--- config.mk ---
export PLATFORM = sky130hd
export DESIGN_NAME = my_chip
export DESIGN_NICKNAME = d
export VERILOG_FILES = /design/src/rtl/ucpu_pkg.sv /design/src/rtl/ucpu_alu.sv /design/src/rtl/my_chip.sv
export SDC_FILE = /design/constraint.sdc
export NUM_CORES = 1
export LEC_CHECK = 0
export ABC_AREA = 1
export BUFFER_PORTS_ARGS = -buffer_cell sky130_fd_sc_hd__buf_2
export CAP_MARGIN = 30
export CORE_UTILIZATION = 30
export DETAILED_ROUTE_END_ITERATION = 8
export PLACE_DENSITY_LB_ADDON = 0.3
export SLEW_MARGIN = 20
export SYNTH_ARGS = -nofsm -noshare
export SYNTH_HDL_FRONTEND = slang
export SYNTH_SLANG_ARGS = --single-unit
--- constraint.sdc ---
create_clock -name clock -period 8.2 [get_ports clock]
set_clock_uncertainty 0.2 [all_clocks]
set_input_delay 2.46 -clock clock [delete_from_list [all_inputs] [get_ports clock]]
set_output_delay 2.46 -clock clock [all_outputs]
set_load 0.01 [all_outputs]
--- src/rtl/ucpu_pkg.sv ---
// ucpu_pkg: shared definitions for the bit-serial microcoded CPU core.
//   - FSM state encoding (exported on io_out[5:2])
//   - micro-register bank index constants
//   - micro-instruction type and ALU opcode enums
//   - micro-instruction field layout (packed struct)
//   - fixed datapath widths
package ucpu_pkg;

  localparam int PC_W    = 8;
  localparam int MPC_W   = 8;
  localparam int INST_W  = 32;
  localparam int MINST_W = 44;
  localparam int MADDR_W = 9;
  localparam int DATA_W  = 8;

  localparam int N_MREG  = 19;
  localparam int N_REG   = 4;

  typedef enum logic [3:0] {
    ST_SEND_PC      = 4'd0,
    ST_FETCH        = 4'd1,
    ST_DECODE       = 4'd2,
    ST_SEND_MPC     = 4'd3,
    ST_FETCH_MINST  = 4'd4,
    ST_DECODE_MINST = 4'd5,
    ST_EXECUTE1     = 4'd6,
    ST_EXECUTE2     = 4'd7,
    ST_SET_MAR      = 4'd8,
    ST_SET_MDR      = 4'd9
  } cpu_state_e;

  // Micro-register bank indices
  localparam logic [4:0] MR_A              = 5'd0;
  localparam logic [4:0] MR_B              = 5'd1;
  localparam logic [4:0] MR_ALU_RESULT     = 5'd2;
  localparam logic [4:0] MR_CC_GREATER     = 5'd3;
  localparam logic [4:0] MR_CC_EQUAL       = 5'd4;
  localparam logic [4:0] MR_REG_SEL        = 5'd5;
  localparam logic [4:0] MR_REG_WR_DATA    = 5'd6;
  localparam logic [4:0] MR_REG_RD_DATA    = 5'd7;
  localparam logic [4:0] MR_IS_IMM         = 5'd8;
  localparam logic [4:0] MR_IMM            = 5'd9;
  localparam logic [4:0] MR_REG_SRC        = 5'd10;
  localparam logic [4:0] MR_REG_DST        = 5'd11;
  localparam logic [4:0] MR_MBRANCH_TARGET = 5'd12;
  localparam logic [4:0] MR_M_PC           = 5'd13;
  localparam logic [4:0] MR_RS1            = 5'd14;
  localparam logic [4:0] MR_RS2            = 5'd15;
  localparam logic [4:0] MR_RD             = 5'd16;
  localparam logic [4:0] MR_BRANCH_TARGET  = 5'd17;
  localparam logic [4:0] MR_IMM_INSTR      = 5'd18;

  typedef enum logic [2:0] {
    MT_MOVE  = 3'd0,
    MT_LOADI = 3'd1,
    MT_ALU   = 3'd2,
    MT_REGRD = 3'd3,
    MT_REGWR = 3'd4,
    MT_BEQ   = 3'd5,
    MT_BGT   = 3'd6,
    MT_END   = 3'd7
  } mtype_e;

  typedef enum logic [2:0] {
    ALU_ADD    = 3'd0,
    ALU_SUB    = 3'd1,
    ALU_AND    = 3'd2,
    ALU_OR     = 3'd3,
    ALU_XOR    = 3'd4,
    ALU_SHL1   = 3'd5,
    ALU_SHR1   = 3'd6,
    ALU_PASS_A = 3'd7
  } alu_op_e;

  // 44-bit micro-instruction, MSB first
  typedef struct packed {
    mtype_e      mtype;    // [43:41]
    logic [4:0]  src_a;    // [40:36]
    logic [4:0]  src_b;    // [35:31]
    logic [4:0]  dst;      // [30:26]
    alu_op_e     aluop;    // [25:23]
    logic [7:0]  mimm;     // [22:15]
    logic [7:0]  mtarget;  // [14:7]
    logic [6:0]  rsvd;     // [6:0]
  } minst_t;

  // Condition flags live in the bank as full bytes (1 or 0)
  function automatic logic [DATA_W-1:0] flag8(input logic b);
    return {{(DATA_W-1){1'b0}}, b};
  endfunction

endpackage

--- src/rtl/ucpu_alu.sv ---
// ucpu_alu: combinational 8-bit ALU for the microcoded core.
// Ports:
//   i_a, i_b   : operands
//   i_op       : operation select (alu_op_e)
//   o_result   : 8-bit result, modulo 2^8
//   o_gt       : unsigned i_a > i_b
//   o_eq       : i_a == i_b
module ucpu_alu
  import ucpu_pkg::*;
(
  input  logic [DATA_W-1:0] i_a,
  input  logic [DATA_W-1:0] i_b,
  input  alu_op_e           i_op,
  output logic [DATA_W-1:0] o_result,
  output logic              o_gt,
  output logic              o_eq
);

  always_comb begin
    o_result = '0;
    case (i_op)
      ALU_ADD:    o_result = i_a + i_b;
      ALU_SUB:    o_result = i_a - i_b;
      ALU_AND:    o_result = i_a & i_b;
      ALU_OR:     o_result = i_a | i_b;
      ALU_XOR:    o_result = i_a ^ i_b;
      ALU_SHL1:   o_result = {i_a[DATA_W-2:0], 1'b0};
      ALU_SHR1:   o_result = {1'b0, i_a[DATA_W-1:1]};
      ALU_PASS_A: o_result = i_a;
      default:    o_result = '0;
    endcase
  end

  assign o_gt = (i_a > i_b);
  assign o_eq = (i_a == i_b);

endmodule

--- src/rtl/my_chip.sv ---
// my_chip: bit-serial microcoded 8-bit CPU core with off-chip instruction
// memory and micro-ROM.
// Ports:
//   clock  : system clock, rising edge
//   reset  : asynchronous active-low reset
//   io_in  : [0] instruction bit in (MSB first), [1] micro-instruction bit
//            in (MSB first), [11:2] unused
//   io_out : [0] PC address stream, [1] micro-address stream,
//            [5:2] current FSM state, [11:6] zero
module my_chip
  import ucpu_pkg::*;
(
  input  logic        clock,
  input  logic        reset,
  input  logic [11:0] io_in,
  output logic [11:0] io_out
);

  cpu_state_e          r_state;
  cpu_state_e          w_state_next;
  logic [5:0]          r_cnt;
  logic                w_cnt_last;
  logic                w_shifting;

  logic [PC_W-1:0]     r_pc;
  logic [MPC_W-1:0]    r_mpc;
  logic [INST_W-1:0]   r_inst;
  logic [MINST_W-1:0]  r_minst;
  minst_t              r_uop;
  logic [DATA_W-1:0]   r_wval;

  logic [DATA_W-1:0]   r_mreg [0:N_MREG-1];
  logic [DATA_W-1:0]   r_rf   [0:N_REG-1];

  logic [N_MREG-1:0]   w_mreg_we;
  logic [DATA_W-1:0]   w_mreg_wd [0:N_MREG-1];

  logic [DATA_W-1:0]   w_rd_a;
  logic [DATA_W-1:0]   w_rd_b;
  logic [DATA_W-1:0]   w_alu_result;
  logic                w_alu_gt;
  logic                w_alu_eq;
  logic                w_branch_taken;

  logic [MADDR_W-1:0]  w_maddr;
  logic [3:0]          w_maddr_idx;
  logic                w_pc_bit;
  logic                w_maddr_bit;
  logic                w_unused_bits;

  // ---------------- FSM ----------------
  always_ff @(posedge clock or negedge reset) begin
    if (!reset) r_state <= ST_SEND_PC;
    else        r_state <= w_state_next;
  end

  always_comb begin
    w_cnt_last = 1'b0;
    w_shifting = 1'b0;
    case (r_state)
      ST_SEND_PC:     begin w_shifting = 1'b1; w_cnt_last = (r_cnt == 6'd7);  end
      ST_FETCH:       begin w_shifting = 1'b1; w_cnt_last = (r_cnt == 6'd31); end
      ST_SEND_MPC:    begin w_shifting = 1'b1; w_cnt_last = (r_cnt == 6'd8);  end
      ST_FETCH_MINST: begin w_shifting = 1'b1; w_cnt_last = (r_cnt == 6'd43); end
      default:        begin w_shifting = 1'b0; w_cnt_last = 1'b0; end
    endcase
  end

  always_comb begin
    w_state_next = r_state;
    case (r_state)
      ST_SEND_PC:      if (w_cnt_last) w_state_next = ST_FETCH;
      ST_FETCH:        if (w_cnt_last) w_state_next = ST_DECODE;
      ST_DECODE:       w_state_next = ST_SEND_MPC;
      ST_SEND_MPC:     if (w_cnt_last) w_state_next = ST_FETCH_MINST;
      ST_FETCH_MINST:  if (w_cnt_last) w_state_next = ST_DECODE_MINST;
      ST_DECODE_MINST: w_state_next = ST_EXECUTE1;
      ST_EXECUTE1:     w_state_next = ST_EXECUTE2;
      ST_EXECUTE2:     w_state_next = (r_uop.mtype == MT_END) ? ST_SEND_PC : ST_SEND_MPC;
      default:         w_state_next = ST_SEND_PC;  // reserved/illegal states recover
    endcase
  end

  // Bit counter for the four serial phases; cleared on every phase exit
  always_ff @(posedge clock or negedge reset) begin
    if (!reset)                       r_cnt <= '0;
    else if (w_cnt_last || !w_shifting) r_cnt <= '0;
    else                              r_cnt <= r_cnt + 6'd1;
  end

  // ---------------- Bank reads ----------------
  // Index 13 aliases the live mPC; indices past the bank read as zero.
  always_comb begin
    w_rd_a = '0;
    w_rd_b = '0;
    if (r_uop.src_a == MR_M_PC)           w_rd_a = r_mpc;
    else if (r_uop.src_a < 5'(N_MREG))    w_rd_a = r_mreg[r_uop.src_a];
    if (r_uop.src_b == MR_M_PC)           w_rd_b = r_mpc;
    else if (r_uop.src_b < 5'(N_MREG))    w_rd_b = r_mreg[r_uop.src_b];
  end

  ucpu_alu u_alu (
    .i_a      (w_rd_a),
    .i_b      (w_rd_b),
    .i_op     (r_uop.aluop),
    .o_result (w_alu_result),
    .o_gt     (w_alu_gt),
    .o_eq     (w_alu_eq)
  );

  assign w_branch_taken = ((r_uop.mtype == MT_BEQ) && (r_mreg[MR_CC_EQUAL]   != '0)) ||
                          ((r_uop.mtype == MT_BGT) && (r_mreg[MR_CC_GREATER] != '0));

  // ---------------- Bank writes ----------------
  always_comb begin
    w_mreg_we = '0;
    for (int i = 0; i < N_MREG; i++) w_mreg_wd[i] = '0;
    case (r_state)
      ST_DECODE: begin
        w_mreg_we[MR_RD]            = 1'b1; w_mreg_wd[MR_RD]            = {6'd0, r_inst[23:22]};
        w_mreg_we[MR_RS1]           = 1'b1; w_mreg_wd[MR_RS1]           = {6'd0, r_inst[21:20]};
        w_mreg_we[MR_RS2]           = 1'b1; w_mreg_wd[MR_RS2]           = {6'd0, r_inst[19:18]};
        w_mreg_we[MR_IS_IMM]        = 1'b1; w_mreg_wd[MR_IS_IMM]        = flag8(r_inst[17]);
        w_mreg_we[MR_IMM]           = 1'b1; w_mreg_wd[MR_IMM]           = r_inst[15:8];
        w_mreg_we[MR_BRANCH_TARGET] = 1'b1; w_mreg_wd[MR_BRANCH_TARGET] = r_inst[7:0];
        w_mreg_we[MR_IMM_INSTR]     = 1'b1; w_mreg_wd[MR_IMM_INSTR]     = r_inst[15:8];
      end
      ST_EXECUTE1: begin
        if (r_uop.mtype == MT_ALU) begin
          w_mreg_we[MR_A]          = 1'b1; w_mreg_wd[MR_A]          = w_rd_a;
          w_mreg_we[MR_B]          = 1'b1; w_mreg_wd[MR_B]          = w_rd_b;
          w_mreg_we[MR_ALU_RESULT] = 1'b1; w_mreg_wd[MR_ALU_RESULT] = w_alu_result;
          w_mreg_we[MR_CC_GREATER] = 1'b1; w_mreg_wd[MR_CC_GREATER] = flag8(w_alu_gt);
          w_mreg_we[MR_CC_EQUAL]   = 1'b1; w_mreg_wd[MR_CC_EQUAL]   = flag8(w_alu_eq);
        end
      end
      ST_EXECUTE2: begin
        // Destination write lands after the ALU side effects, so dst may
        // legitimately overwrite A/B/flags.
        if (((r_uop.mtype == MT_MOVE) || (r_uop.mtype == MT_LOADI) || (r_uop.mtype == MT_ALU))
            && (r_uop.dst < 5'(N_MREG))) begin
          w_mreg_we[r_uop.dst] = 1'b1;
          w_mreg_wd[r_uop.dst] = r_wval;
        end
        if (r_uop.mtype == MT_REGRD) begin
          w_mreg_we[MR_REG_RD_DATA] = 1'b1;
          w_mreg_wd[MR_REG_RD_DATA] = r_rf[r_mreg[MR_REG_SEL][1:0]];
        end
      end
      default: ;
    endcase
    w_mreg_we[MR_M_PC] = 1'b0;  // mPC alias is read-only
  end

  always_ff @(posedge clock or negedge reset) begin
    if (!reset) begin
      for (int i = 0; i < N_MREG; i++) r_mreg[i] <= '0;
    end else begin
      for (int i = 0; i < N_MREG; i++)
        if (w_mreg_we[i]) r_mreg[i] <= w_mreg_wd[i];
    end
  end

  always_ff @(posedge clock or negedge reset) begin
    if (!reset) begin
      for (int i = 0; i < N_REG; i++) r_rf[i] <= '0;
    end else if ((r_state == ST_EXECUTE2) && (r_uop.mtype == MT_REGWR)) begin
      r_rf[r_mreg[MR_REG_SEL][1:0]] <= r_mreg[MR_REG_WR_DATA];
    end
  end

  // ---------------- Datapath sequencing ----------------
  always_ff @(posedge clock or negedge reset) begin
    if (!reset) begin
      r_pc    <= '0;
      r_mpc   <= '0;
      r_inst  <= '0;
      r_minst <= '0;
      r_uop   <= '0;
      r_wval  <= '0;
    end else begin
      case (r_state)
        ST_FETCH:        r_inst  <= {r_inst[INST_W-2:0], io_in[0]};
        ST_DECODE: begin
          r_mpc <= r_inst[31:24];
          r_pc  <= r_pc + 8'd1;
        end
        ST_FETCH_MINST:  r_minst <= {r_minst[MINST_W-2:0], io_in[1]};
        ST_DECODE_MINST: r_uop   <= minst_t'(r_minst);
        ST_EXECUTE1: begin
          case (r_uop.mtype)
            MT_MOVE:  r_wval <= w_rd_a;
            MT_LOADI: r_wval <= r_uop.mimm;
            MT_ALU:   r_wval <= w_alu_result;
            default:  r_wval <= r_wval;
          endcase
        end
        ST_EXECUTE2: begin
          r_mpc <= w_branch_taken ? r_uop.mtarget : (r_mpc + 8'd1);
          if ((r_uop.mtype == MT_END) && r_uop.mimm[0])
            r_pc <= r_mreg[MR_BRANCH_TARGET];
        end
        default: ;
      endcase
    end
  end

  // ---------------- Serial address outputs ----------------
  // PC bit (7-k) during cycle k: for a 3-bit count 7-k equals ~k.
  assign w_pc_bit    = r_pc[~r_cnt[2:0]];
  assign w_maddr     = {1'b0, r_mpc};
  assign w_maddr_idx = 4'd8 - r_cnt[3:0];
  assign w_maddr_bit = w_maddr[w_maddr_idx];

  assign io_out = {6'd0,
                   4'(r_state),
                   (r_state == ST_SEND_MPC) & w_maddr_bit,
                   (r_state == ST_SEND_PC)  & w_pc_bit};

  assign w_unused_bits = &{1'b0, io_in[11:2], r_inst[16], r_uop.rsvd};

endmodule

; Yosys cells after proc, flatten, opt, wreduce, memory -nomap -nowiden
; Cells that the tools add are included.
[totals]
regBits = 323
[op_classes]
reduce_logical = 24
n_bitwise = 11
n_eq_ne = 33
magnitude_cmp = 14
n_addsub = 6
muxes = 55
[ops]
columns = op, n
row1 = $pmux W40 S2, 2
row2 = $and A152 B152 Y152, 1
row3 = $mux W152, 1
row4 = $mux W8, 15
row5 = $bmux W8 S5, 2
row6 = $pmux W8 S8, 1
row7 = $demux W8 S5, 1
row8 = $mux W40, 1
row9 = $bwmux W32, 1
row10 = $mux W32, 1
row11 = $pmux W16 S2, 1
row12 = $pmux W4 S8, 1
row13 = $pmux W8 S2, 2
row14 = $eq A3 B3 Y1 const B, 8
row15 = $mux W24, 1
row16 = $pmux W8 S3, 1
row17 = $pmux W5 S2, 2
row18 = $mux W19, 1
row19 = $ge A6 B6 Y1 const B, 3
row20 = $not A5 Y6, 3
row21 = $add A8 B1 Y8 const B, 2
row22 = $bmux W8 S2, 1
row23 = $demux W8 S2, 1
row24 = $eq A4 B3 Y1 const B, 4
row25 = 53 further kinds, 86

; Depth between registers and ports, before layout
; Gate-level depths: netlist of run 1.
[logic_depth]
ltp_word = 10
ltp_mapped = 28

; Hierarchy
; Synthesis of run 1 repeated with hierarchy kept, for this count alone.
[unflattened]
cells_unflattened = 2395
area_unflattened_um2 = 17983.5
[modules_own_cells]
columns = module, cells_each, seq_area_each_um2, n_inst, area_each_um2
row1 = my_chip, 2151, 8057.7, 1, 16632.2
row2 = ucpu_alu, 244, 0.0, 1, 1351.3

; Least setup slack after synthesis of run 1
; Ideal clock, no wire load.
[synth_path]
path_kind = register -> output
start = register r_cnt[0]
end = output io_out[1]
arrival_ps = 1836
path_buffers = 0
path_slack_ps = 3704
path_stages_with_launch = 8
path_cell_list = dfrtp_1 > clkinv_1 > ha_1 > inv_1 > a21oi_1 > o21ai_0 > a21boi_0 > a2111oi_0
[synth_between]
elab_chain_cells = 4
[synth_rtl]
columns = element, line_no
row1 = from (decl), my_chip.sv:21  ; logic [5:0] r_cnt;
row2 = from (signal assigned), my_chip.sv:88  ; else r_cnt <= r_cnt + 6'd1;
row3 = $sub A4 B4 Y4, my_chip.sv:212  ; assign w_maddr_idx = 4'd8 - r_cnt[3:0];
row4 = $bmux W1 S4, my_chip.sv:213  ; assign w_maddr_bit = w_maddr[w_maddr_idx];
row5 = $mux W1 (not written as such), my_chip.sv:213
row6 = $and A1 B1 Y1, my_chip.sv:217  ; (r_state == ST_SEND_MPC) & w_maddr_bit,
row7 = to (decl), my_chip.sv:16  ; output logic [11:0] io_out
; Every way passes these cells. The select of a mux whose other input is x is not followed.

; Final worst setup path of run 1
; Ends and elaborated chain as after synthesis.

==> results of run 1 <==
## final timing paths
path	startpoint	end	cells past startpoint
max in group asynchronous	reset	r_state[2]$_DFFE_PN0P_	3
setup / recovery	r_cnt[0]$_DFF_PN0_	io_out[1]	8
min in group asynchronous	reset	r_mreg[25]$_DFFE_PN0P_	1
hold / removal	r_minst[6]$_DFFE_PN0P_	r_minst[6]$_DFFE_PN0P_	2
setup reg to reg	r_uop[31]$_DFFE_PN0N_	r_mreg[134]$_DFFE_PN0P_	26
hold reg to reg	r_minst[6]$_DFFE_PN0P_	r_minst[6]$_DFFE_PN0P_	2
## synthesized netlist by cell type, drive strengths merged (3+ instances only)
| cell type | number | area [um^2] |
|---|---|---|
| nor4 | 6 | 52.6 |
| inv | 282 | 1060 |
| nand2 | 514 | 1940 |
| clkbuf | 68 | 255 |
| clkinv | 5 | 18.8 |
| o221ai | 78 | 683 |
| a211oi | 3 | 22.5 |
| a221oi | 8 | 70.1 |
| o22ai | 95 | 594 |
| o2111ai | 6 | 52.6 |
| nand3 | 80 | 405 |
| nor2 | 77 | 294 |
| a31oi | 10 | 62.6 |
| buf | 32 | 181 |
| nand4 | 15 | 93.8 |
| ha | 28 | 350 |
| a21oi | 101 | 505 |
| nor3 | 19 | 115 |
| a22oi | 10 | 75.1 |
| o21ai | 309 | 1550 |
| xor2 | 11 | 96.3 |
| mux2 | 19 | 214 |
| dfrtp | 322 | 8060 |
| o211ai | 16 | 120 |
| o31ai | 5 | 37.5 |
| a21o | 3 | 22.5 |
## worst min-delay path, delay by kind of cell, from the launching register on
family	cells	cell delay, ps
AND/OR/NAND/NOR	2	90
flip-flops	1	340
## per-layer routing
metal | wire (um) | share of wire
met5 | 0 | 0
met2 | 25800 | 0.44
met4 | 2420 | 0.041
met3 | 4750 | 0.081
met1 | 25800 | 0.44
## power by group
part / switching (mW) / total [mW] / internal, mW
Clock: 0.711 / 1.69 / 0.983
Combinational: 0.0528 / 0.0723 / 0.0196
Sequential: 0.0119 / 1.62 / 1.61
Total: 0.775 / 3.39 / 2.61
## flip-flops by register name (all words and copies together), names as in the netlist, 6 cells and up
name     flops
r_minst     44
r_cnt        6
r_mpc        8
r_wval       8
r_uop       37
r_rf        32
r_inst      32
r_mreg     144
r_pc         8
## through the flow
step	setup WS (ps)	hold slack [ps]	cells
finish	2410	268	2902
global route	2110	301	2900
CTS	2390	274	2897
detailed placement	3020	260	2834
global placement	3060	258	2833
floorplan	3700	242	2144
## kinds of logic (layout without fill, tap and decap cells)
kind of cell / Yosys count / count (layout) / synth area share
AND/OR/NAND/NOR: 716 / 716 / 0.172
AO/OA/AOI/OAI: 652 / 652 / 0.226
buffers and inverters: 387 / 387 / 0.0888
flip-flops: 322 / 322 / 0.472
adder cells (fa/ha/maj): 28 / 28 / 0.0205
multiplexers: 19 / 19 / 0.0125
XOR/XNOR: 13 / 13 / 0.00668
other: 1 / 9 / 0.000220
## area by class of cell
type	count	area, um^2	share of cell area
Clock buffer	50	1070	0.0557
Tap cell	756	946	0.0494
Timing Repair Buffer	37	314	0.0164
Inverter	287	1080	0.0563
Multi-Input combinational cell	1435	7520	0.393
Sequential cell	322	8060	0.421
Antenna cell	2	5.00	0.000261
Clock inverter	13	161	0.00843
==> impl_metrics.env, run 1 <==
export IMPL_cts_repair_resize_count=0
export IMPL_dpl_hpwl_mm=41.5
export IMPL_netlist_area_mm2=0.0171
export IMPL_status="completed"
export IMPL_power_total_mw=3.39
export IMPL_ys_ff_latch=322
export IMPL_async_reset_ff_frac=1.00
export IMPL_pwr_density_cell_mw_per_mm2=177
export IMPL_first_pass_iters=5
export IMPL_setup_tns_ps=0
export IMPL_io_pins=26
export IMPL_ff2ff_setup_slack_ps=2940
export IMPL_critPathRequiredTime_ps=5540
export IMPL_path_max_fanout=14
export IMPL_drt_initial_drc_count=1600
export IMPL_post_cts_setup_buffers=0
export IMPL_period_needed_ps=5790
export IMPL_critPathSlowestCell="a2111oi_0"
export IMPL_cts_hold_buf=0
export IMPL_vias=15500
export IMPL_seq_area_frac_synth=0.472
export IMPL_design_area_mm2=0.0192
export IMPL_netlist_instances=2138
export IMPL_chipHeight_um=240
export IMPL_core_mm2=0.0563
export IMPL_start_util=0.303
export IMPL_synth_edf_count=0
export IMPL_rsz0062_at_grt="false"
export IMPL_setup_viol=0
export IMPL_grt_overflow_total=0
export IMPL_use_met3=0.0421
export IMPL_hold_path_class="reg2reg"
export IMPL_cts_tree="done"
export IMPL_report_final_slew_viol_count=0
export IMPL_drive_gt1_frac=0.0686
export IMPL_gp_congestion=0.948
export IMPL_die_area_mm2=0.0578
export IMPL_antenna_found_initial=1
export IMPL_cts_path_max_buffers=3
export IMPL_ys_warn_count=0
export IMPL_critical_path_class="reg2out"
export IMPL_grtUsageMet2=0.316
export IMPL_root_buffer="clkbuf_16"
export IMPL_path_cells="clkinv_1, ha_1, inv_1, a21oi_1, o21ai_0, a21boi_0, a2111oi_0, buf_2"
export IMPL_clk_pin_slew_ps=60
export IMPL_cts_sinks=322
export IMPL_layout_common_cells="nand2_1, dfrtp_1, o21ai_0"
export IMPL_hold_viol=0
export IMPL_clk_latency_ps=580
export IMPL_grt_pass1_vias=15000
export IMPL_slowest_delay_ps=630
export IMPL_grt_pass1_wl_mm=91.3
export IMPL_crit_family="compound AO/OA/AOI/OAI gates"
export IMPL_ant_nets=0
export IMPL_ctsHtreeMaxLevel=2
export IMPL_maxCapViolations=0
export IMPL_busiest_layer="met2"
export IMPL_arrival_ps=3130
export IMPL_cts_buffers=38
export IMPL_syn_area_per_cell_um2=7.98
export IMPL_final_core_util=0.340
export IMPL_vdd_ir_drop_worst_uv=106
export IMPL_slew_headroom=0.297
export IMPL_die_width_um=240
export IMPL_ys_types=47
export IMPL_p_leak_nw=8.43
export IMPL_vias_per_cell=5.33
export IMPL_grt_usage=0.208
export IMPL_post_drt_wl_per_cell_um=20.3
export IMPL_maxClockFrequency_mhz=173
export IMPL_grt_max_degree=111
export IMPL_fin_nets=2163
export IMPL_drc_errors=0
export IMPL_crit_buf_inv=3
export IMPL_ys_flop_type="dfrtp_1"
export IMPL_placed_area_mm2=0.0179
export IMPL_area_growth_pct=12.3
export IMPL_io_buffer_count=8
export IMPL_wl_mm=58.8
export IMPL_cp_start_kind="flip-flop"
export IMPL_final_common_cell="nand2_1"
export IMPL_fill_cells=6002
export IMPL_end_kind="output port"
export IMPL_rows=87
export IMPL_worstMarginPinSlew_ps=1050
export IMPL_grt_met1_usage=0.284
export IMPL_fin_crit_sh=0.706
Note: power is estimated with default switching activity, not from simulation.
==> inputs of run 2 (changes only) <==
Clock period 8.2 ns to 5.1 ns, I/O delays scaled along.
==> run 2 against run 1 <==
Worst hold slack improved by 4.0 ps. Sequential share of layout area fell by 0.36 points. Via count barely moved. Count of clock-buffer cells in the layout rose by 3. Critical path depth rose by 12. Register-to-register slack got worse by 2700 ps. Design area rose by 0.87%. Cell count rose by 0.83%. Power rose by 63%. Worst setup slack got worse by 2100 ps. Die area did not move. Non-clock buffer count rose by 22.
==> impl_metrics.env, run 2 (synthesis gave the netlist of run 1 again) <==
export IMPL_status="completed"
export IMPL_timing_hold_ws_ps=272
export IMPL_root_buffer="clkbuf_16"
export IMPL_die_area_mm2=0.0578
export IMPL_cts_sinks=322
export IMPL_p_leak_nw=8.57
export IMPL_final_common_cell="nand2_1"
export IMPL_grt_pass1_vias=14600
export IMPL_cts_repair_resize_count=0
export IMPL_maxClockFrequency_mhz=207
export IMPL_rsz0062_at_grt="false"
export IMPL_first_pass_iters=7
export IMPL_wl_mm=57.9
export IMPL_largest_register_ffs=144
export IMPL_grtUsageMet2=0.305
export IMPL_arrival_ps=5070
export IMPL_period_needed_ps=4830
export IMPL_drive_gt1_frac=0.0779
export IMPL_min_from="r_minst[26]$_DFFE_PN0P_"
export IMPL_vias_per_cell=5.29
export IMPL_path_max_fanout=12
export IMPL_vdd_ir_drop_worst_uv=212
export IMPL_chipHeight_um=240
export IMPL_diodes=0
export IMPL_use_met3=0.0301
export IMPL_setup_tns_ps=0
export IMPL_rows=87
export IMPL_path_cells="inv_1, nand2_1, inv_2, nand2_1, o21ai_0, o21ai_0, nand4_1, a22o_1, and2_1, ha_1, inv_1, ha_1, nor2_1, nor2_1, o21ai_0, nand2_2, nand2_1, o311ai_0, nand3_1, o211ai_1"
export IMPL_ctsHtreeMaxLevel=2
export IMPL_busiest_layer="met2"
export IMPL_drc_errors=0
export IMPL_hold_path_class="reg2reg"
export IMPL_critical_path_class="reg2reg"
export IMPL_clk_latency_ps=580
export IMPL_clk_pin_slew_ps=60
export IMPL_antenna_found_initial=0
export IMPL_setup_viol=0
export IMPL_fin_crit_sh=0.948
export IMPL_drt_initial_drc_count=1705
export IMPL_layout_common_cells="nand2_1, dfrtp_1, o21ai_0"
export IMPL_crit_start="r_uop[37]$_DFFE_PN0N_"
export IMPL_grt_overflow_total=0
export IMPL_pwr_density_cell_mw_per_mm2=286
export IMPL_die_width_um=240
export IMPL_top_regs="r_mreg (144), r_minst (44), r_uop (37)"
export IMPL_worstMarginPinSlew_ps=1110
export IMPL_slew_headroom=0.251
export IMPL_fin_nets=2184
export IMPL_critPathSlowestCell="dfrtp_1"
export IMPL_grt_max_degree=92
export IMPL_grt_pass1_wl_mm=89.2
export IMPL_vias=15500
export IMPL_maxCapViolations=0
export IMPL_grt_met1_usage=0.291
export IMPL_dpl_hpwl_mm=42.2
export IMPL_hold_viol=0
export IMPL_report_final_slew_viol_count=0
export IMPL_cts_hold_buf=0
export IMPL_largest_register="r_mreg"
export IMPL_cts_tree="done"
export IMPL_cp_start_kind="flip-flop"
export IMPL_area_growth_pct=13.3
export IMPL_grt_usage=0.203
export IMPL_slowest_delay_ps=640
export IMPL_critPathRequiredTime_ps=5340
export IMPL_core_mm2=0.0563
export IMPL_end_kind="flip-flop"
export IMPL_layout_setup_ws_ps=267
export IMPL_start_util=0.303
export IMPL_cts_buffers=37
export IMPL_ant_nets=0
export IMPL_post_drt_wl_per_cell_um=19.8
export IMPL_place_ws_ps=381
export IMPL_gp_congestion=1.04
export IMPL_post_cts_setup_buffers=0
export IMPL_io_pins=26
export IMPL_cts_path_max_buffers=3
export IMPL_io_buffer_count=8
export IMPL_reg2reg_from="r_uop[37]$_DFFE_PN0N_"
run 2: cell types whose count changed in the layout (fill, tap and decap cells not counted), sizes merged:
cell,previous run,this run
diode,2,0
buf,37,59
clkbuf,50,53
clkinv,10,13
bufinv,2,4
clkinvlp,5,1
run 2: final timing paths:
kind / to / slack [ps] / cells after the start
worst max-delay path: r_mreg[120]$_DFFE_PN0P_ / 270 / 20
worst min-delay path: r_minst[27]$_DFFE_PN0P_ / 270 / 2
worst max register to register: r_mreg[120]$_DFFE_PN0P_ / 270 / 20
worst min register to register: r_minst[27]$_DFFE_PN0P_ / 270 / 2
max in group asynchronous: r_rf[23]$_DFFE_PN0P_ / 2890 / 2
min in group asynchronous: r_mreg[49]$_DFFE_PN0P_ / 780 / 1
run 2: area by class of cell:
| type | count | area (um^2) |
|---|---|---|
| multi-input combinational | 1435 | 7520 |
| clock buffer | 53 | 1060 |
| fill | 5932 | 37000 |
| sequential | 322 | 8060 |
| inverter | 287 | 1080 |
| timing repair buffer | 59 | 458 |
| clock inverter | 14 | 199 |
| tap | 756 | 946 |
run 2: power breakdown:
part           switching (mW)  internal [mW]
logic                  0.0846         0.0298
registers              0.0191           2.58
clock network            1.15           1.66
total                    1.25           4.27
run 2: worst max-delay path, delay by kind of cell (launching register included):
kind | cells | cell delay (ps)
AOI/OAI and AO/OA | 6 | 1470
and+or+nand+nor | 9 | 1450
DFF | 1 | 640
adders and majority gates | 2 | 530
buffers and inverters | 3 | 410
run 2: per-stage QoR:
step	std cells	total power [mW]	cell area, um^2	util
after floorplan	2144	2.69	17100	-
after global placement	2859	2.76	18100	0.321
after detailed placement	2859	2.77	18100	0.321
after CTS	2926	5.59	19300	0.343
after global routing	2926	5.71	19300	0.343
final	2926	5.52	19300	0.343
run 2: per-layer routing:
metal | wire [um] | vias up
met2 | 25300 | 546
met1 | 26900 | 7536
met3 | 3690 | 121
li1 | - | 7275
met5 | 0 | -
met4 | 2080 | 0
==> inputs of run 3 (changes only) <==
Settings changed: CORE_ASPECT_RATIO set to 0.5, CORE_MARGIN set to 2.
==> run 3 against run 2 <==
Routed wire length down 0.98%. Die area up 1.9%. Global-route usage down 1.2 points. Count of clock-buffer cells in the layout up 2. Fmax about the same. Combinational power about the same. Clock power down 8.9%. Non-clock buffer count down 4. Worst setup slack worse by 3.6 ps. Design area down 0.64%. Flip-flop and latch count unchanged. Critical endpoint is now r_mreg[134]$_DFFE_PN0P_.
==> impl_metrics.env, run 3 (synthesis gave the netlist of run 1 again) <==
export IMPL_status="completed"
export IMPL_grt_pass1_wl_mm=88.3
export IMPL_area_growth_pct=12.5
export IMPL_post_drt_wl_per_cell_um=19.7
export IMPL_cts_hold_buf=0
export IMPL_maxCapViolations=0
export IMPL_final_core_util=0.344
export IMPL_place_inst=2855
export IMPL_hold_path_class="reg2reg"
export IMPL_clk_pin_slew_ps=60
export IMPL_drt_initial_drc_count=1780
export IMPL_path_max_fanout=12
export IMPL_post_cts_setup_buffers=0
export IMPL_layout_common_cells="nand2_1, dfrtp_1, o21ai_0"
export IMPL_gp_congestion=1.01
export IMPL_p_leak_nw=8.49
export IMPL_arrival_ps=5100
export IMPL_antenna_found_initial=0
export IMPL_root_buffer="clkbuf_16"
export IMPL_cts_tree="done"
export IMPL_top_regs="r_mreg (144), r_minst (44), r_uop (37)"
export IMPL_slew_headroom=0.337
export IMPL_io_pins=26
export IMPL_drc_errors=0
export IMPL_critical_path_class="reg2reg"
export IMPL_largest_register_ffs=144
export IMPL_pwr_density_cell_mw_per_mm2=275
export IMPL_timing_hold_ws_ps=272
export IMPL_period_needed_ps=4840
export IMPL_met3_wirelength_mm=4.01
export IMPL_largest_register="r_mreg"
export IMPL_start_util=0.305
export IMPL_wl_met2_mm=24.2
export IMPL_worstMarginPinSlew_ps=985
export IMPL_ff2ff_setup_slack_ps=260
export IMPL_fin_nets=2178
export IMPL_drive_gt1_frac=0.0727
export IMPL_setup_tns_ps=0
export IMPL_top_layer="met4"
export IMPL_cts_path_max_buffers=3
export IMPL_clk_latency_ps=530
export IMPL_grt_pass1_vias=14500
export IMPL_diodes=0
export IMPL_vdd_ir_drop_worst_uv=170
export IMPL_rows=61
export IMPL_maxClockFrequency_mhz=207
export IMPL_io_buffer_count=8
export IMPL_hold_viol=0
export IMPL_vias_per_cell=5.29
export IMPL_rsz0062_at_grt="false"
export IMPL_setup_viol=0
export IMPL_vias=15400
export IMPL_ctsHtreeMaxLevel=2
export IMPL_cts_sinks=322
export IMPL_fin_crit_sh=0.948
export IMPL_final_common_cell="nand2_1"
export IMPL_die_width_um=341
export IMPL_grt_overflow_total=0
export IMPL_wl_met1_mm=27.8
export IMPL_end_kind="flip-flop"
export IMPL_critPathRequiredTime_ps=5360
export IMPL_die_area_mm2=0.0589
export IMPL_report_final_slew_viol_count=0
export IMPL_fin_cells=2915
export IMPL_core_mm2=0.0559
export IMPL_cp_start_kind="flip-flop"
export IMPL_wl_mm=57.4
export IMPL_grt_usage=0.191
export IMPL_dpl_hpwl_mm=41.3
export IMPL_cts_buffers=35
export IMPL_ant_nets=0
export IMPL_first_pass_iters=5
export IMPL_chipHeight_um=173
export IMPL_grt_max_degree=90
## run 3: per-layer routing
layer	track usage	up-vias
li1	-	7265
met4	0.0497	0
met5	0	-
met3	0.0243	101
met2	0.283	546
met1	0.292	7513
## run 3: final timing paths
| check | startpoint | endpoint | cells after the start |
|---|---|---|---|
| worst max-delay path | r_uop[37]$_DFFE_PN0N_ | r_mreg[134]$_DFFE_PN0P_ | 23 |
| min in group asynchronous | reset | r_state[2]$_DFFE_PN0P_ | 1 |
| max in group asynchronous | reset | r_inst[9]$_DFFE_PN0P_ | 2 |
| worst max register to register | r_uop[37]$_DFFE_PN0N_ | r_mreg[134]$_DFFE_PN0P_ | 23 |
| worst min register to register | r_minst[6]$_DFFE_PN0P_ | r_minst[6]$_DFFE_PN0P_ | 2 |
| worst min-delay path | r_minst[6]$_DFFE_PN0P_ | r_minst[6]$_DFFE_PN0P_ | 2 |
## run 3: report_power, final
| part | leakage (nW) | switching (mW) | total, mW | internal (mW) |
|---|---|---|---|---|
| clock | 0.548 | 1.06 | 2.55 | 1.49 |
| sequential | 4.31 | 0.0204 | 2.60 | 2.58 |
| combinational | 3.63 | 0.0847 | 0.115 | 0.0304 |
## run 3: layout make-up
type / count / area (um^2)
Fill cell: 5892 / 36700
Sequential cell: 322 / 8060
Multi-Input combinational cell: 1435 / 7520
Inverter: 287 / 1080
Clock buffer: 55 / 1070
Tap cell: 756 / 946
Timing Repair Buffer: 55 / 465
Clock inverter: 5 / 55.1
## run 3: metrics by stage
step | area [um^2] | setup WS, ps | total power, mW
2_1_floorplan | 17100 | 1470 | 2.69
3_3_place_gp | 18100 | 598 | 2.77
3_5_place_dp | 18100 | 528 | 2.77
4_1_cts | 19200 | 222 | 5.32
5_1_grt | 19200 | 93.1 | 5.44
6_report | 19200 | 264 | 5.27
## run 3: what timing repair did
item | in CTS | in global routing
endpoints found under the hold margin | 0 | 0
resized for setup | 0 | 1
setup endpoints to repair | 0 | 1
## run 3: worst max-delay path: stages (launching register included)
cell and delay (ps):
dfrtp_1 640, inv_1 110, nand2_1 290, inv_2 210, nand2_1 120, o21ai_0 100
o21ai_0 400, nand4_1 280, a22o_1 330, and2_1 170, ha_1 350, inv_1 60
ha_1 190, nor2_1 150, nor2_1 50, o21ai_0 300, nand2_2 130, nand2_1 90
nand2_1 50, nand2_1 60, nand3_1 90, nand3_1 170, nand3_1 90, nand3_1 110
